File: src/rtl/trap_peak_detector.sv
// Peak detector for the trapezoidal filter output: finds threshold-crossing pulses and
// emits one record per pulse (maximum, timestamp of maximum, pile-up flag).
module trap_peak_detector #(
  parameter int FILTER_W  = 22,
  parameter int TS_W      = 32,
  parameter int THRESHOLD = 100,
  parameter int HOLDOFF   = 4,
  parameter int MAX_WIDTH = 16
) (
  input  logic                       clk,
  input  logic                       reset,
  input  logic signed [FILTER_W-1:0] in_data,
  input  logic                       in_valid,
  output logic signed [FILTER_W-1:0] peak_amplitude,
  output logic [TS_W-1:0]            peak_time,
  output logic                       peak_pileup,
  output logic                       peak_valid,
  output logic                       busy
);

  localparam int WW = $clog2(MAX_WIDTH + 1);
  localparam int HW = (HOLDOFF > 1) ? $clog2(HOLDOFF) : 1;
  localparam logic signed [FILTER_W-1:0] THR       = FILTER_W'(THRESHOLD);
  localparam logic [WW-1:0]              MAXW      = WW'(MAX_WIDTH);
  localparam logic [HW-1:0]              HOLD_LAST = HW'((HOLDOFF > 0) ? HOLDOFF - 1 : 0);

  typedef enum logic [1:0] {IDLE, RISE, HOLD} state_t;

  // With no holdoff a finished pulse returns straight to IDLE.
  localparam state_t POST = (HOLDOFF == 0) ? IDLE : HOLD;

  state_t                     state, state_nxt;
  logic [TS_W-1:0]            ts;
  logic                       prev_above;
  logic signed [FILTER_W-1:0] max_amp, max_nxt;
  logic [TS_W-1:0]            max_ts, maxts_nxt;
  logic [WW-1:0]              width, width_nxt;
  logic [HW-1:0]              hold_cnt, hold_nxt;
  logic                       above, emit, pileup;

  function automatic logic is_above(input logic signed [FILTER_W-1:0] s);
    return s > THR;
  endfunction

  assign above = is_above(in_data);
  assign busy  = (state != IDLE);

  always_ff @(posedge clk or posedge reset) begin
    if (reset) state <= IDLE;
    else       state <= state_nxt;
  end

  always_comb begin
    state_nxt = state;
    max_nxt   = max_amp;
    maxts_nxt = max_ts;
    width_nxt = width;
    hold_nxt  = hold_cnt;
    emit      = 1'b0;
    pileup    = 1'b0;
    if (in_valid) begin
      unique case (state)
        IDLE: begin
          if (above && !prev_above) begin
            state_nxt = RISE;
            max_nxt   = in_data;
            maxts_nxt = ts;
            width_nxt = WW'(1);
          end
        end
        RISE: begin
          if (above) begin
            // Strict compare: the earliest sample of a flat top keeps the timestamp.
            if (in_data > max_amp) begin
              max_nxt   = in_data;
              maxts_nxt = ts;
            end
            width_nxt = width + 1'b1;
            if (width_nxt == MAXW) begin
              emit      = 1'b1;
              pileup    = 1'b1;
              state_nxt = POST;
              hold_nxt  = '0;
            end
          end else begin
            emit      = 1'b1;
            state_nxt = POST;
            hold_nxt  = '0;
          end
        end
        HOLD: begin
          if (hold_cnt == HOLD_LAST) state_nxt = IDLE;
          else                       hold_nxt  = hold_cnt + 1'b1;
        end
        default: state_nxt = IDLE;
      endcase
    end
  end

  always_ff @(posedge clk or posedge reset) begin
    if (reset) begin
      ts             <= '0;
      prev_above     <= 1'b0;
      max_amp        <= '0;
      max_ts         <= '0;
      width          <= '0;
      hold_cnt       <= '0;
      peak_amplitude <= '0;
      peak_time      <= '0;
      peak_pileup    <= 1'b0;
      peak_valid     <= 1'b0;
    end else begin
      ts         <= ts + 1'b1;
      max_amp    <= max_nxt;
      max_ts     <= maxts_nxt;
      width      <= width_nxt;
      hold_cnt   <= hold_nxt;
      peak_valid <= emit;
      if (in_valid) prev_above <= above;
      if (emit) begin
        peak_amplitude <= max_nxt;
        peak_time      <= maxts_nxt;
        peak_pileup    <= pileup;
      end
    end
  end

endmodule

File: config.mk
export PLATFORM = sky130hd
export DESIGN_NAME = trap_peak_detector
export DESIGN_NICKNAME = d
export VERILOG_FILES = /design/src/rtl/trap_peak_detector.sv
export SDC_FILE = /design/constraint.sdc
export NUM_CORES = 1
export LEC_CHECK = 0
export CAP_MARGIN = 20
export CORE_MARGIN = 3
export CORE_UTILIZATION = 50
export DETAILED_ROUTE_END_ITERATION = 16
export GPL_ROUTABILITY_DRIVEN = 0
export PLACE_DENSITY_LB_ADDON = 0.1
export SLEW_MARGIN = 20
export SYNTH_ARGS = -nofsm -noshare
export SYNTH_HDL_FRONTEND = slang
export SYNTH_SLANG_ARGS = --single-unit
File: constraint.sdc
create_clock -name clk -period 4.7 [get_ports clk]
set_input_delay 0.705 -clock clk [delete_from_list [all_inputs] [get_ports clk]]
set_output_delay 0.705 -clock clk [all_outputs]
set_load 0.03 [all_outputs]
==> flow_summary_export.csv <==
group,metric,value,unit
die,core.rowCount,42,
drt,num_vias,5384,
drt,detail_route.wirelength,15400,microns
timing,final-setup-viol-count,0,
power,p_clk_share,25.9,%
power,power.switching_fraction,36.8,%
placement,place.detailed.hpwl,10100,microns
clock_network,cts_post_setup_buffers_inserted,0,
finish,layout_cell_share_with_drive_strength_beyond_1,8.38,%
finish,multi_input_combinational_cell_area,2780,sq um
drt,wl_per_cell,16.2,microns
die,die_width,123,microns
timing,max_freq,0.314,GHz
clock_network,cts.repair.resized,0,
global_routing,grt_usage,21.7,%
timing,max_slew.worst_pin.slew,0.848,ns
global_routing,grt_pass1_vias,5424,
clock_network,clock_tree_sinks,152,
yosys,synthDominantCellAreaShare,55.7,%
die,die_span_in_y,123,microns
global_routing,grt_antenna_before_repair,0,
drt,dr.first_iter.drc_count,383,
clock_network,clock_tree_from_tritoncts,"done",
timing,rsz0062_at_grt,"no",
clock_network,cts-htree-levels,4,
finish,layout.nets,813,
timing,whs,0.469,ns
power,combinationalPowerShare,36.6,%
global_routing,global_route_wire_length_before_repair,25800,microns
power,seq_power_share,37.5,%
yosys,synth-main-ff-cell,"dfrtp_1",
drt,detail-route-antenna-nets,0,
placement,placed_cell_area,7840,sq um
yosys,synth.most_common_cell,"dfrtp_1",
yosys,postSynthNetCount,738,
yosys,number_of_unique_standard_cell_types_used_by_synthesis,48,
drt,remaining_drc_errors,0,
finish,final_util,63.3,%
setup_path,critical_path.max_fanout,37,
power,p_int,3.22,mW
die,floorplan.core_area,13300,sq um
timing,clock-skew-final,0.00872,ns
timing,finalCriticalPeriod,3.19,ns
yosys,avgSynthCellArea,9.92,sq um
timing,hold_violations,0,
setup_path,worst_setup_path_end_kind,"register",
clock_network,clk_path_buf_depth,2,
finish,diodes_inserted,0,
die,boundaryPins,82,
yosys,synth_async_reset_ratio,100,%
flow_run,maxCapViolCount,0,
clock_network,worstSkewPairLatency,0.42,ns
finish,growth_of_design_area_from_synthesis_to_finish,23.3,%
timing,max_slew_margin,43.5,%
yosys,mapped_cell_area,6830,sq um
power,p_sw,1.87,mW
finish,design_area,8420,sq um
clock_network,cts_root_cell,"clkbuf_16",
run_status,run_status,"completed",
timing,tns,0,ns
yosys,synth-edff-count,0,
setup_path,worstPathArrival,3.52,ns
finish,filler_cell_count,1068,
yosys,postSynthCellCount,688,
power,power_density,605,nW/um^2
global_routing,grt_overflow,0,
power,max-vdd-ir-drop,0.316,mV
finish,regArea,3800,sq um
yosys,ys_seq_area_share,55.7,%
drt,drt_pre_antenna_iters,5,
yosys,synth_area_leaders,"dfrtp_1, a31oi_1, nand3_1, ha_1, nand2_1",
clock_network,cts-hold-fix-buffers,0,
clock_network,clk_pin_slew_worst_paths,0.07,ns
clock_network,numCtsBuffers,17,
timing,timing.final.crit_share,67.8,%
placement,portBuffers,81,
global_routing,grt_start_max_net_pins,153,
setup_path,critical_path_launch_point_type,"input pin",
die,start_util,51.3,%
power,total_leakage_power,3.90,nW
min_path,hold_path.class,"reg -> reg",
setup_path,criticalPathCategory,"in -> reg",
yosys,ys_seq_elements,152,
yosys,cell_types_with_the_highest_counts_after_synthesis,"dfrtp_1, nand2_1, nand3_1, nor2_1, a31oi_1",
timing,maxSlewViolCount,0,
setup_path,cp_data_required_time,5.04,ns
yosys,netlist.top_cell.by_area,"dfrtp_1",
yosys,yosysWarningCount,0,
die,die-area,15100,sq um
drt,vias_per_cell,5.66,
[cells in the final DEF, fill, tap and decap left out, drive strengths merged, types with 3 or more instances in the layout]
cell type        n
nor4             6
inv             30
xnor2           21
clkinvlp         4
o21ai           71
buf             10
ha              25
nor2b            3
xor2             9
dfrtp          152
nand4           11
and4             7
nand3           67
nor3             6
nor2            68
clkbuf          20
nand2           83
clkinv           5
a21oi           14
a31oi           56
clkdlybuf4s50   81
[per-stage QoR]
stage	instances	power (mW)	worst slack [ns]
after global placement	920	3.75	1.15
after detailed placement	920	3.81	1.12
after floorplan	688	3.05	2.08
after global routing	952	5.40	1.36
after CTS	952	5.14	1.54
final	952	5.09	1.51
[power by group through the flow]
stage	clock network, mW	registers [mW]	logic (mW)
after floorplan	0	2.35	0.701
after global placement	0	1.92	1.83
after detailed placement	0	1.93	1.87
after CTS	1.34	1.91	1.88
after global routing	1.40	1.96	2.04
final	1.32	1.91	1.86
[kinds of logic (layout without fill, tap and decap cells)]
| group | count (synthesis) | in the layout | share of synthesized area, % |
|---|---|---|---|
| XOR/XNOR | 30 | 30 | 3.85 |
| flip-flops | 152 | 152 | 55.7 |
| AO/OA/AOI/OAI | 151 | 151 | 12.8 |
| buffers and inverters | 63 | 151 | 3.76 |
| AND/OR/NAND/NOR | 264 | 264 | 18.6 |
| multiplexers | 3 | 3 | 0.660 |
| adder cells (fa/ha/maj) | 25 | 25 | 4.58 |
[flip-flops by register name (all words and copies together), names as in the netlist]
signal	flops
state	2
peak_time	32
peak_amplitude	22
ts	32
max_amp	22
prev_above	1
hold_cnt	2
max_ts	32
width	5
peak_valid	1
peak_pileup	1
[routing by layer]
layer	wire length (microns)	share of wire [%]	global-route usage, %
met1	6750	44	27.9
met2	7820	51	36.1
met5	0	0	0
met3	630	4.1	5.07
met4	204	1.3	7.42
[critical path: stages]
cell and delay (ns):
clkdlybuf4s50_1 0.46, ha_1 0.35, and4_1 0.25, o21a_1 0.12, o31ai_1 0.24, o211ai_2 0.20, mux2_2 0.55, buf_12 0.27
nand3_1 0.14, a31oi_1 0.21
[area by class of cell]
type	instances	area share, %
clock buffer	20	5.54
clock inverter	12	1.37
inverter	28	1.29
multi-input combinational	473	33.0
sequential	152	45.2
tap	176	2.62
timing repair buffer	91	11.0
[final timing paths]
path	startpoint	end	slack, ns	depth (start not counted)
max in group asynchronous	reset	max_amp[8]	3.20	3
min in group asynchronous	reset	hold_cnt[0]	0.84	3
min	ts[31]	ts[31]	0.47	1
min reg2reg	ts[31]	ts[31]	0.47	1
max	in_data[4]	peak_time[19]	1.51	10
max reg2reg	max_amp[9]	peak_time[19]	1.90	10
No activity file was read; power rests on OpenSTA's default activity.
==> RTL edit 1 (config.mk and constraints unchanged) <==
The parameter `HOLDOFF` goes from 4 to 2.
--- a/src/rtl/trap_peak_detector.sv
+++ b/src/rtl/trap_peak_detector.sv
@@ -6,3 +6,3 @@
   parameter int THRESHOLD = 100,
-  parameter int HOLDOFF   = 4,
+  parameter int HOLDOFF   = 2,
   parameter int MAX_WIDTH = 16
Function: changed (a bounded check fails within 10 cycles, from zero or initial values and one cycle with reset high).
==> RTL edit 1 against the unedited design <==
  * Sequential cell count is 1 lower
  * Clock skew is essentially flat
  * Area after synthesis grew 3.1%
  * Total power up 1.3%
  * Worst setup slack lost 0.29 ns
  * Cell area is 1.4% higher
  * Die area is 2.9% higher
  * Routed wire length rose by 8.4%
  * Global-route usage grew 0.53 points
  * Critical endpoint is now max_ts[31]$_DFF_PP0_
==> RTL edit 1: results (changes against the unedited design) <==
hold-critical path endpoint hold_cnt$_DFFE_PP0P_ (was ts[31]$_DFF_PP0_); Compound-Gate Fraction of Synth Area 19.5% (was 12.8%); status finished clean (unchanged); nets 843 (was 813); vias in the first global route 5570 (was 5424); DP HPWL 10600 microns (was 10100 microns); Reg2Reg Depth 8 (was 10); largest net degree at the start of global routing 81 (was 153); Crit Reg-Reg Startpoint max_amp[4]$_DFF_PP0_ (was max_amp[9]$_DFF_PP0_); post-synth top area share 53.7% (was 55.7%); multiplexer share of the synthesized area 0.160% (was 0.660%); Max FO, Critical Path 53 (was 37); peak supply drop 0.000329 V (was 0.000316 V); CP max stage delay 0.69 ns (was 0.55 ns); Worst R2R End max_ts[31]$_DFF_PP0_ (was peak_time[19]$_DFFE_PP0P_); Setup Skew 0.00919 ns (was 0.00872 ns); Initial DRC Count 484 (was 383); Crit-path slowest cell nor3_4 (was mux2_2); Setup WS pre-CTS 0.771 ns (was 1.12 ns); Seq pwr share 36.9% (was 37.5%); Synth Area in XOR/XNOR 3.74% (was 3.85%); Leak 0.00369 uW (was 0.00390 uW); sequential share of the synthesized area 53.7% (was 55.7%); Syn Nets 772 (was 738); fill count 1109 (was 1068); GRT Util Overall 22.2% (was 21.7%); adder and majority gate portion of the synthesized area 4.27% (was 4.58%); r2r setup slk 1.70 ns (was 1.90 ns); global-route wire length before repair 28300 microns (was 25800 microns); Int Power 3240 uW (was 3220 uW); distinct cell type count after synthesis 50 (was 48); post-DR wirelength/cell 17.0 microns (was 16.2 microns); worst-margin pin slew 0.913 ns (was 0.848 ns)
RTL edit 1: cell types whose count changed after synthesis, moves of 11 or more:
| cell | before | now |
|---|---|---|
| nand2_1 | 83 | 17 |
| nand3_1 | 66 | 14 |
| o21ai_1 | 20 | 71 |
| a21oi_1 | 14 | 64 |
| inv_1 | 28 | 77 |
| buf_6 | 0 | 11 |
RTL edit 1: per-stage QoR:
step	hold slack, ns	cells	area, sq um
3_3_place_gp	0.472	950	7950
3_5_place_dp	0.488	950	7950
6_report	0.506	982	8530
2_1_floorplan	0.458	723	7040
4_1_cts	0.502	981	8510
5_1_grt	0.519	982	8530
RTL edit 1: worst max-delay path by stage:
stage	from	slack, ns	endpoint
3_5_place_dp	in_data[1]	0.77	max_ts[31]$_DFF_PP0_
3_3_place_gp	in_data[2]	0.88	max_amp[0]$_DFF_PP0_
2_1_floorplan	in_data[4]	2.05	peak_amplitude[9]$_DFFE_PP0P_
5_1_grt	in_data[1]	0.95	max_amp[0]$_DFF_PP0_
6_report	in_data[2]	1.22	max_ts[31]$_DFF_PP0_
4_1_cts	in_data[1]	1.20	max_ts[31]$_DFF_PP0_
RTL edit 1: metal layers:
layer	up-vias	share of wire, %	GRT usage [%]
met1	2780	49	32.4
met3	12	5.3	5.62
met2	142	45	33.0
met5	-	0	0
li1	2682	-	-
met4	0	0.87	6.25
RTL edit 1: area by class of cell:
| cell class | instances | area share [%] |
|---|---|---|
| clock buffer | 23 | 5.37 |
| sequential | 151 | 44.3 |
| clock inverter | 8 | 1.17 |
| multi-input combinational | 452 | 31.8 |
| tap | 176 | 2.58 |
| timing repair buffer | 92 | 11.2 |
| inverter | 80 | 3.56 |
==> RTL edit 2 (config.mk and constraints unchanged) <==
Made on the original files. Encoding of `state_t`: now one-hot (3 bits for 3 states).
--- a/src/rtl/trap_peak_detector.sv
+++ b/src/rtl/trap_peak_detector.sv
@@ -26,3 +26,3 @@
 
-  typedef enum logic [1:0] {IDLE, RISE, HOLD} state_t;
+  typedef enum logic [2:0] {IDLE = 3'b001, RISE = 3'b010, HOLD = 3'b100} state_t;
 
Behaviour: same outputs for any inputs over 4 cycles, from zero or initial values and one cycle with reset high; so few cycles prove little.
==> RTL edit 2 against the unedited design <==
  * Total power fell by 18%
  * Largest power group unchanged
  * Worst setup slack worse by 0.61 ns
  * Routed wire length down 1.6%
  * Register-to-register slack worse by 0.33 ns
  * Critical path type unchanged
  * Sequential cell count rose by 1
  * Largest cell class unchanged
  * Die area rose by 2.1%
  * Synthesized cell count is 13% lower
  * Highest routed layer unchanged
  * Maximum frequency decreased by 16%
  * Area after synthesis up 2.2%
  * Cell area increased by 1.7%
==> RTL edit 2: results (changes against the unedited design) <==
status finished clean (unchanged); PnR worst setup slack 0.904 ns (was 1.51 ns); r2r setup slk 1.57 ns (was 1.90 ns); Antenna diodes 0 (unchanged); Crit-path slowest cell or4_1 (was mux2_2); distinct cell type count after synthesis 53 (was 48); Max FO, Critical Path 35 (was 37); post-DR wirelength/cell 17.5 microns (was 16.2 microns); grt met3 use 5.63% (was 5.07%); Yosys Warn Count 0 (unchanged); Int Power 2830 uW (was 3220 uW); I/O Buffers 81 (unchanged); Clk pwr share 31.0% (was 25.9%); met1 Use GR 27.5% (was 27.9%); critical path's top delay family buffers and inverters (was compound AO/OA/AOI/OAI gates); fill count 1073 (was 1068); Crit Reg-Reg Startpoint max_amp[21]$_DFF_PP0_ (was max_amp[9]$_DFF_PP0_); share of cells above drive strength 1 12.9% (was 8.38%); peak supply drop 0.000278 V (was 0.000316 V); crit path launch in_data[16] (was in_data[4]); Leak 0.00393 uW (was 0.00390 uW); met1 WL 6870 microns (was 6750 microns); worst-margin pin slew 0.844 ns (was 0.848 ns); WL met3 681 microns (was 630 microns); met2 global-route usage 33.3% (was 36.1%); DP HPWL 10000 microns (was 10100 microns); Reg2Reg Depth 10 (unchanged); met2 WL 7390 microns (was 7820 microns); GRT Util Overall 20.8% (was 21.7%); hold-critical path endpoint peak_time[27]$_DFFE_PP0P_ (was ts[31]$_DFF_PP0_); largest net degree at the start of global routing 154 (was 153); Syn Nets 647 (was 738); Layout area overhead 22.8% (was 23.3%); global-route wire length before repair 24700 microns (was 25800 microns); Setup Buffers After CTS 0 (unchanged); synth top area cells dfrtp_1, a221o_1, mux2_2 (was dfrtp_1, a31oi_1, nand3_1); worst path arrival time 4.14 ns (was 3.52 ns); Worst R2R End peak_time[11]$_DFFE_PP0P_ (was peak_time[19]$_DFFE_PP0P_); Combinational Power Share 28.1% (was 36.6%); Post-synth top cells dfrtp_1, a221o_1, and2_1 (was dfrtp_1, nand2_1, nand3_1); Via Count 4931 (was 5384); CP endpoint peak_amplitude[1]$_DFFE_PP0P_ (was peak_time[19]$_DFFE_PP0P_); min-delay src max_ts[27]$_DFF_PP0_ (was ts[31]$_DFF_PP0_); vias in the first global route 5053 (was 5424); Initial DRC Count 421 (was 383); nets 729 (was 813); asr flop ratio synth 100% (unchanged); Setup Skew 0.0102 ns (was 0.00872 ns); sequential share of the synthesized area 54.9% (was 55.7%); Setup WS pre-CTS 0.474 ns (was 1.12 ns)
## RTL edit 2: through the flow
step	hold WS, ns	std cells	power (uW)	instance area [sq um]
global placement	0.480	835	2880	7970
finish	0.495	868	4170	8560
CTS	0.503	868	4210	8560
global route	0.509	868	4410	8560
detailed placement	0.489	836	2910	8000
floorplan	0.462	597	2480	6980
## RTL edit 2: final cells by class
cell class	count	area [sq um]	area share (%)
flip-flops and latches	153	3830	44.7
multi-input cells	388	2920	34.2
repair buffers	90	911	10.6
clock buffers	19	443	5.17
well taps	176	220	2.57
clock inverters	13	121	1.42
inverters	29	113	1.32
## RTL edit 2: cells by family after synthesis
kind of cell / after synthesis / share of synthesized area (%)
buffers and inverters: 56 / 3.52
DFF: 153 / 54.9
xor gates and xnor gates: 30 / 3.77
and+or+nand+nor: 176 / 13.6
AOI/OAI and AO/OA: 118 / 13.5
adders and majority gates: 25 / 4.49
muxes: 39 / 6.26
